File: config.mk
export PLATFORM = sky130hd
export DESIGN_NAME = sc_spi_xfer_seq
export DESIGN_NICKNAME = d
export VERILOG_FILES = /design/src/rtl/sc_spi_pkg.sv /design/src/rtl/sc_spi_dpbuf.sv /design/src/rtl/sc_spi_xfer_seq.sv
export SDC_FILE = /design/constraint.sdc
export NUM_CORES = 2
export LEC_CHECK = 0
export BUFFER_PORTS_ARGS = -buffer_cell sky130_fd_sc_hd__buf_2
export CORE_UTILIZATION = 35
export DETAILED_ROUTE_END_ITERATION = 7
export PLACE_DENSITY = 0.53
export SKIP_LAST_GASP = 1
export SYNTH_ARGS = -nofsm -noshare
export SYNTH_HDL_FRONTEND = slang
export SYNTH_SLANG_ARGS = --single-unit
File: constraint.sdc
create_clock -name SPICLK -period 39.3 [get_ports SPICLK]
set_input_delay 0 -clock SPICLK [delete_from_list [all_inputs] [get_ports SPICLK]]
set_output_delay 0 -clock SPICLK [all_outputs]
set_load 0.05 [all_outputs]
File: src/rtl/sc_spi_pkg.sv
// Shared definitions for the SPI transfer sequencer: state encoding,
// buffer geometry and the inter-frame gap length used in poll mode.
package sc_spi_pkg;

    localparam int BUF_DEPTH = 16;
    localparam int PTR_W     = 4;
    localparam int GAP_CYC   = 2;

    typedef enum logic [2:0] {
        IDLE  = 3'd0,
        START = 3'd1,
        WAITB = 3'd2,
        RUN   = 3'd3,
        EVAL  = 3'd4,
        GAP   = 3'd5,
        FIN   = 3'd6
    } state_t;

endpackage

File: src/rtl/sc_spi_dpbuf.sv
// 16x32 register-array buffer: one write port, one combinational read port
// and one registered read port that holds its value when not enabled.
module sc_spi_dpbuf
    import sc_spi_pkg::*;
#(
    parameter int DEPTH = BUF_DEPTH
) (
    input  logic             clk,
    input  logic             rst,
    input  logic             i_we,
    input  logic [PTR_W-1:0] i_wadr,
    input  logic [31:0]      i_wdat,
    input  logic [PTR_W-1:0] i_cadr,
    output logic [31:0]      o_cdat,
    input  logic             i_re,
    input  logic [PTR_W-1:0] i_radr,
    output logic [31:0]      o_rdat
);

    logic [31:0] r_mem [DEPTH];
    logic [31:0] r_rdat;

    // Registered read samples the pre-write contents on a same-address collision.
    always_ff @(posedge clk or posedge rst) begin
        if (rst) begin
            for (int i = 0; i < DEPTH; i++) begin
                r_mem[i] <= '0;
            end
            r_rdat <= '0;
        end else begin
            if (i_we) begin
                r_mem[i_wadr] <= i_wdat;
            end
            if (i_re) begin
                r_rdat <= r_mem[i_radr];
            end
        end
    end

    assign o_cdat = r_mem[i_cadr];
    assign o_rdat = r_rdat;

endmodule

File: src/rtl/sc_spi_xfer_seq.sv
// Transfer sequencer ahead of the SPI controller: TX/RX word buffers,
// SPISTART handshake, CS extension and repeat-until-match status polling.
module sc_spi_xfer_seq
    import sc_spi_pkg::*;
#(
    parameter int DEPTH = BUF_DEPTH,
    parameter int PCW   = 8
) (
    input  logic             SPICLK,
    input  logic             SYSRST,
    input  logic             BUFWE,
    input  logic [PTR_W-1:0] BUFWADR,
    input  logic [31:0]      BUFWDAT,
    input  logic             BUFRE,
    input  logic [PTR_W-1:0] BUFRADR,
    output logic [31:0]      BUFRDAT,
    input  logic             REQ,
    input  logic             REQPOLL,
    input  logic             REQCSKEEP,
    input  logic             CSREL,
    input  logic [31:0]      POLLMASK,
    input  logic [31:0]      POLLVAL,
    input  logic [PCW-1:0]   POLLMAX,
    output logic             BUSY,
    output logic             DONE,
    output logic             MATCH,
    output logic             PTMO,
    output logic             WERR,
    output logic [PCW-1:0]   POLLCNT,
    output logic             SPISTART,
    input  logic             SPIBUSY,
    output logic             CSEXTEND,
    input  logic [PTR_W-1:0] TXDPT,
    output logic [31:0]      TXDATA,
    input  logic [31:0]      RXDATA,
    input  logic             RXVALID,
    input  logic [PTR_W-1:0] RXDPT
);

    state_t         r_state;
    logic           r_busy, r_done, r_match, r_ptmo, r_werr;
    logic           r_spistart, r_csext, r_poll, r_keep;
    logic [PCW-1:0] r_pollcnt, r_pmax;
    logic [31:0]    r_mask, r_val;
    logic [1:0]     r_gapcnt;

    logic           w_txwe, w_hit;
    logic [31:0]    w_pollword, w_tx_rdat_unused;

    assign w_txwe = BUFWE & ~r_busy;

    sc_spi_dpbuf #(.DEPTH(DEPTH)) u_txbuf (
        .clk    (SPICLK),
        .rst    (SYSRST),
        .i_we   (w_txwe),
        .i_wadr (BUFWADR),
        .i_wdat (BUFWDAT),
        .i_cadr (TXDPT),
        .o_cdat (TXDATA),
        .i_re   (1'b0),
        .i_radr ('0),
        .o_rdat (w_tx_rdat_unused)
    );

    // The poll word is exactly rxbuf[0]: both load on RXVALID at pointer 0
    // and both clear on reset, so the combinational port supplies it.
    sc_spi_dpbuf #(.DEPTH(DEPTH)) u_rxbuf (
        .clk    (SPICLK),
        .rst    (SYSRST),
        .i_we   (RXVALID),
        .i_wadr (RXDPT),
        .i_wdat (RXDATA),
        .i_cadr ('0),
        .o_cdat (w_pollword),
        .i_re   (BUFRE),
        .i_radr (BUFRADR),
        .o_rdat (BUFRDAT)
    );

    assign w_hit = ((w_pollword ^ r_val) & r_mask) == 32'd0;

    always_ff @(posedge SPICLK or posedge SYSRST) begin
        if (SYSRST) begin
            r_state    <= IDLE;
            r_busy     <= 1'b0;
            r_done     <= 1'b0;
            r_match    <= 1'b0;
            r_ptmo     <= 1'b0;
            r_werr     <= 1'b0;
            r_spistart <= 1'b0;
            r_csext    <= 1'b0;
            r_poll     <= 1'b0;
            r_keep     <= 1'b0;
            r_pollcnt  <= '0;
            r_pmax     <= '0;
            r_mask     <= '0;
            r_val      <= '0;
            r_gapcnt   <= '0;
        end else begin
            r_spistart <= 1'b0;
            r_done     <= 1'b0;
            if (BUFWE && r_busy) begin
                r_werr <= 1'b1;
            end
            case (r_state)
                IDLE: begin
                    if (REQ) begin
                        r_poll     <= REQPOLL;
                        r_keep     <= REQCSKEEP;
                        r_mask     <= POLLMASK;
                        r_val      <= POLLVAL;
                        r_pmax     <= (POLLMAX == '0) ? PCW'(1) : POLLMAX;
                        r_pollcnt  <= '0;
                        r_match    <= 1'b0;
                        r_ptmo     <= 1'b0;
                        r_werr     <= 1'b0;
                        r_busy     <= 1'b1;
                        r_csext    <= REQCSKEEP;
                        r_spistart <= 1'b1;
                        r_state    <= START;
                    end else if (CSREL) begin
                        r_csext <= 1'b0;
                    end
                end
                START: begin
                    if (r_pollcnt != '1) begin
                        r_pollcnt <= r_pollcnt + 1'b1;
                    end
                    r_state <= WAITB;
                end
                WAITB: if (SPIBUSY) r_state <= RUN;
                RUN:   if (!SPIBUSY) r_state <= EVAL;
                EVAL: begin
                    if (!r_poll || w_hit || (r_pollcnt >= r_pmax)) begin
                        r_match <= r_poll & w_hit;
                        r_ptmo  <= r_poll & ~w_hit;
                        r_done  <= 1'b1;
                        r_busy  <= 1'b0;
                        r_state <= FIN;
                    end else begin
                        r_csext  <= 1'b0;
                        r_gapcnt <= '0;
                        r_state  <= GAP;
                    end
                end
                GAP: begin
                    if (r_gapcnt == 2'(GAP_CYC - 1)) begin
                        r_csext    <= r_keep;
                        r_spistart <= 1'b1;
                        r_state    <= START;
                    end else begin
                        r_gapcnt <= r_gapcnt + 2'd1;
                    end
                end
                FIN:     r_state <= IDLE;
                default: r_state <= IDLE;
            endcase
        end
    end

    assign BUSY     = r_busy;
    assign DONE     = r_done;
    assign MATCH    = r_match;
    assign PTMO     = r_ptmo;
    assign WERR     = r_werr;
    assign POLLCNT  = r_pollcnt;
    assign SPISTART = r_spistart;
    assign CSEXTEND = r_csext;

endmodule

=== Word-level counts from Yosys, hierarchy flattened ===
Index checks and enable logic that the tools add are counted.

* Register bits after elaboration: 1150
* Bits of input ports: 162
* Word-level logic and storage cells: 149

* Add/subtract/negate cells: 2
* Magnitude comparators: 7
* Equality and inequality tests: 16
* Mux-type cells: 46
* Bitwise operators: 11
* Reduce and logical (&&, ||, !) cells: 19

{| class="wikitable"
|+ Operators by type and width
! operator !! count
|-
| bitwise mux 512 bit || 2
|-
| binary-select mux 32 bit (select 4 bit) || 2
|-
| demux 32 bit (select 4 bit) || 2
|-
| 2-to-1 mux 32 bit || 6
|-
| AND 32 bit || 1
|-
| logical NOT 32 bit || 1
|-
| bitwise XOR 32 bit || 1
|-
| 2-to-1 mux 8 bit || 3
|-
| >= comparator 5 bit, second input constant || 4
|-
| NOT 4 -> 5 bit || 4
|-
| one-hot mux 3 bit (6 select lines) || 1
|-
| 2-to-1 mux 1 bit || 16
|-
| inequality test 2 bit, second input constant || 8
|-
| one-hot mux 8 bit (2 select lines) || 1
|-
| 2-to-1 mux 3 bit || 4
|-
| less-than comparator 5 x 1 -> 1 bit, second input constant || 2
|-
| AND reduction 3 bit || 3
|-
| adder 8 x 1 -> 8 bit, second input constant || 1
|-
| >= comparator 8 bit || 1
|-
| logical NOT 8 bit || 1
|-
| inequality test 8 bit, second input constant || 1
|-
| one-hot mux 1 bit (2 select lines) || 4
|-
| AND reduction 4 bit || 2
|-
| == test 3 x 2 -> 1 bit, second input constant || 2
|-
| other kinds (17) || 28
|}

=== Longest topological paths before layout ===
* Word-level depth: 7
* Depth in mapped cells: 8
* Depth with buffers taken out: 8

=== Cells and area by module ===
Synthesis repeated with hierarchy kept, for this count alone.

* Cell total of the unflattened synthesis: 3715
* Area total of the unflattened synthesis: 60174.0 um^2

{| class="wikitable"
|+ Modules (own cells, without submodules)
! module !! times used !! cells an instance !! area each (um^2) !! sequential area each (um^2)
|-
| sc_spi_dpbuf || 2 || 1674 || 27879.2 || 13613.1
|-
| sc_spi_xfer_seq || 1 || 367 || 4415.5 || 2352.3
|}

=== Worst setup path after synthesis ===
Ideal clock, no wire load.

* Kind: reg2reg
* From: register r_pollcnt[0], in the netlist POLLCNT[0]
* To: register r_match, in the netlist MATCH
* Setup time: 0.083 ns
* Arrival: 2.133 ns
* Data required time: 39.217 ns
* Slack: 37.084 ns
* Cell stages (with the launch flop): 9
* Path buffers: 0
* Clock period less this slack: 2.216 ns
* Path through: dfrtp_1 -> inv_1 -> ha_1 -> nand2b_1 -> a21o_1 -> a31oi_1 -> o21ai_1 -> o311a_1 -> o21ai_0

* Cells in the longest elaborated chain, start to end: 4

{| class="wikitable"
|+ RTL lines
! item !! line !! RTL
|-
| from (decl) || sc_spi_xfer_seq.sv:43 || <nowiki>logic [PCW-1:0] r_pollcnt, r_pmax;</nowiki>
|-
| from (signal assigned) || sc_spi_xfer_seq.sv:127 || <nowiki>r_pollcnt <= r_pollcnt + 1'b1;</nowiki>
|-
| >= comparator 8 bit || sc_spi_xfer_seq.sv:134 || <nowiki>if (!r_poll || w_hit || (r_pollcnt >= r_pmax)) begin</nowiki>
|-
| logical OR 1 bit || sc_spi_xfer_seq.sv:134 ||
|-
| inequality test 2 bit (no source line) || -- ||
|-
| AND reduction 3 bit (no source line) || -- ||
|-
| to (signal assigned) || sc_spi_xfer_seq.sv:135 || <nowiki>r_match <= r_poll & w_hit;</nowiki>
|-
| to (decl) || sc_spi_xfer_seq.sv:41 || <nowiki>logic r_busy, r_done, r_match, r_ptmo, r_werr;</nowiki>
|}

Every way passes these cells.
A chain may end at the register's enable or synchronous reset.

==> metrics.txt <==
Least-Margin Pin Slew=1050 ps; placed cell count=5,032; number of max-cap violations=0; Tcrit/Tclk final=0.0943; largest net degree at the start of global routing=162; Post-Layout Cell Count=5,472; Vias/cell=5.25; min cycle time layout=3710 ps; Yosys cell types=44; Synth async-reset ratio=1.00; sequential share of power=0.449; DRC violations left=0; later-pin clock latency in the skew report=760 ps; Crit path arrival time=4460 ps; die footprint=148,000 um2; highest layer used for signal routing=met5; setup tns final=0 ps; DRT antenna net count=0; worst-case reg-to-reg path depth=6; commonest non-fill, non-tap cell in the layout=dfrtp_1; Top FF cell, synth=dfrtp_1; Leakage=27.0 nW; Total Routing Usage GR=0.194; fillers=13,218; GRT overflow=0; Worst Path Required=40,050 ps; H-tree Lvls=4; Rows=139; vias in the first global route=30,784; Detailed Routing Iterations Pass 1=4; syn nets=3,257; CTS sink cnt=1,150; Cells after Synth=3,085; Cell Int Power=2.78 mW; total power=3.86 mW; Netlist Area Pre-Place=51,100 um2; Reg clk slew, reported paths=60 ps; fmax=270 MHz; Setup-failing EPs final=0; register area=28,800 um2; combinational power share=0.224; Pins Over Slew Limit=0; Final WS setup=35,590 ps; first-pass GRT wire length=213 mm; hold path cells=3; Crit. End Element=asynchronous set/reset pin; switching share of power=0.280; clock buffer depth=3; Detailed Place HPWL=79.8 mm; status=complete, no violations; # nets final=3,638; Seq/Total Area, Yosys=0.563; Worst Path Max Fanout=161; Min-Delay Startpoint=POLLMASK[29]; DR iter-0 viols=1,599; Net Sw Power=1.08 mW; Placeable Area=144,000 um2; Hold EP=r_mask[29]; class of the worst hold path=in -> reg; clock share of power=0.328; most frequent cells in the layout=dfrtp_1 (1,150), mux2_2 (1,108), mux4_2 (320); final hold violation count=0; Initial Util=0.354; reg2reg end=u_txbuf.r_mem[250]; area occupied by multi-input gates=21,400 um2; Crit Path Category=in -> async; RSZ-0062 raised after global routing=false; worst r2r src=BUSY; Root Buffer=clkbuf_16; routability cong.=0.723; Die Width=384 um; Post-CTS Setup Bufs=0; Post-synth EDFFs=0; Place WS=35,930 ps; Area Overhead vs Synth=19.0%; I/O pins=241; flop-to-flop setup slack=36,590 ps; pwr/cell area=63.4 nW/um2; Clock Skews=31.9 ps; CTS tree=built; Routed met1 length=63.7 mm; Max IR drop VDD=34.7 uV; number of port buffers=240; #FFs+latches synth=1,150; TritonCTS buffer count=132; Ys Warns=0; Routed WL per cell=25.6 um; routed length on met3=5.51 mm; Die Y=384 um; wire length on met2=68.4 mm; initial antenna violation count=21; total number of vias=28,705; Mean Syn Cell Area=16.6 um2; Worst Setup Start Kind=primary input; layout cells sized above 1=0.551; slew margin rel.=0.302; Routed Wire Length=140 mm
-- repair_timing --
action / in CTS / in global routing
resized for setup: 0 / 0
hold buffers: 203 / 0
hold endpoints to repair: 1199 / 0
-- cell usage after synthesis (all sizes together) (2+ instances only) --
| cell type | instances | area share |
|---|---|---|
| dfrtp | 1150 | 0.56 |
| mux2 | 1122 | 0.25 |
| mux4 | 320 | 0.14 |
| clkbuf | 152 | 0.011 |
| buf | 103 | 0.0090 |
| xor2 | 36 | 0.0062 |
| nand2 | 35 | 0.0026 |
| nor2 | 28 | 0.0021 |
| a22oi | 18 | 0.0026 |
| inv | 15 | 0.0011 |
| o21ai | 14 | 0.0014 |
| ha | 10 | 0.0024 |
| nand4 | 9 | 0.0011 |
| a21oi | 8 | 0.00078 |
| nand2b | 8 | 0.00098 |
| nand3 | 8 | 0.00078 |
| nor2b | 7 | 0.00086 |
| nor3 | 5 | 0.00049 |
| or3 | 4 | 0.00049 |
| a21o | 3 | 0.00044 |
| a31oi | 3 | 0.00037 |
| nand3b | 3 | 0.00044 |
| nor3b | 3 | 0.00044 |
| nor4 | 3 | 0.00049 |
| o31ai | 3 | 0.00044 |
| and3 | 2 | 0.00024 |
| o211ai | 2 | 0.00029 |
-- metrics by stage --
step | utilization | hold WS [ps] | instance area (um2)
after detailed placement | 0.376 | 169 | 54300
after global routing | 0.421 | 17.5 | 60800
after CTS | 0.421 | 3.63 | 60800
final | 0.421 | 41.2 | 60800
after global placement | 0.376 | 167 | 54300
after floorplan | - | 109 | 51100
-- final cells by class --
cell class | count | area share
flip-flops and latches | 1150 | 0.473
well taps | 1903 | 0.0391
clock buffers | 199 | 0.0658
inverters | 15 | 0.00105
multi-input cells | 1665 | 0.352
clock inverters | 30 | 0.00746
diodes | 8 | 0.000329
repair buffers | 502 | 0.0614
-- critical path, stage by stage --
cell	delay (ps)
dlygate4sd3_1	530
buf_2	110
dlygate4sd3_1	620
inv_8	460
buf_12	670
buf_4	940
buf_12	680
-- logic make-up after synthesis --
kind of cell | Yosys count | synth area share
AO/OA/AOI/OAI | 59 | 0.00771
XOR/XNOR | 36 | 0.00617
adder cells (fa/ha/maj) | 10 | 0.00245
buffers and inverters | 270 | 0.0213
flip-flops | 1150 | 0.563
multiplexers | 1442 | 0.388
AND/OR/NAND/NOR | 118 | 0.0114
-- how the worst max path moves through the flow --
stage | startpoint | to | slack [ps]
floorplan | SYSRST | BUSY | 6910
global placement | SYSRST | u_txbuf.r_mem[147] | 35910
detailed placement | SYSRST | u_txbuf.r_mem[243] | 35930
CTS | SYSRST | u_txbuf.r_mem[409] | 35580
global route | SYSRST | u_txbuf.r_mem[441] | 35020
finish | SYSRST | u_txbuf.r_mem[409] | 35590
-- sequential cells by signal (all words and copies together), names as in the netlist --
register and count:
BUSY 1, CSEXTEND 1, DONE 1, MATCH 1
POLLCNT 8, PTMO 1, SPISTART 1, WERR 1
r_gapcnt 2, r_keep 1, r_mask 32, r_pmax 8
r_poll 1, r_state 3, r_val 32, u_rxbuf.o_rdat 32
u_rxbuf.r_mem 512, u_txbuf.r_mem 512
-- power by group through the flow --
stage	combinational [mW]	sequential (mW)	clock [mW]
after floorplan	0.636	1.73	0
after global placement	0.841	1.75	0
after detailed placement	0.859	1.75	0
after CTS	0.878	1.73	1.30
after global routing	0.931	1.78	1.35
final	0.863	1.73	1.26
-- per-layer routing --
layer | vias to the layer above | GRT usage
met5 | - | 0
met1 | 15723 | 0.267
met4 | 10 | 0.0419
met2 | 461 | 0.316
met3 | 180 | 0.0377
li1 | 12331 | -
Note: power is estimated with default switching activity, not from simulation.
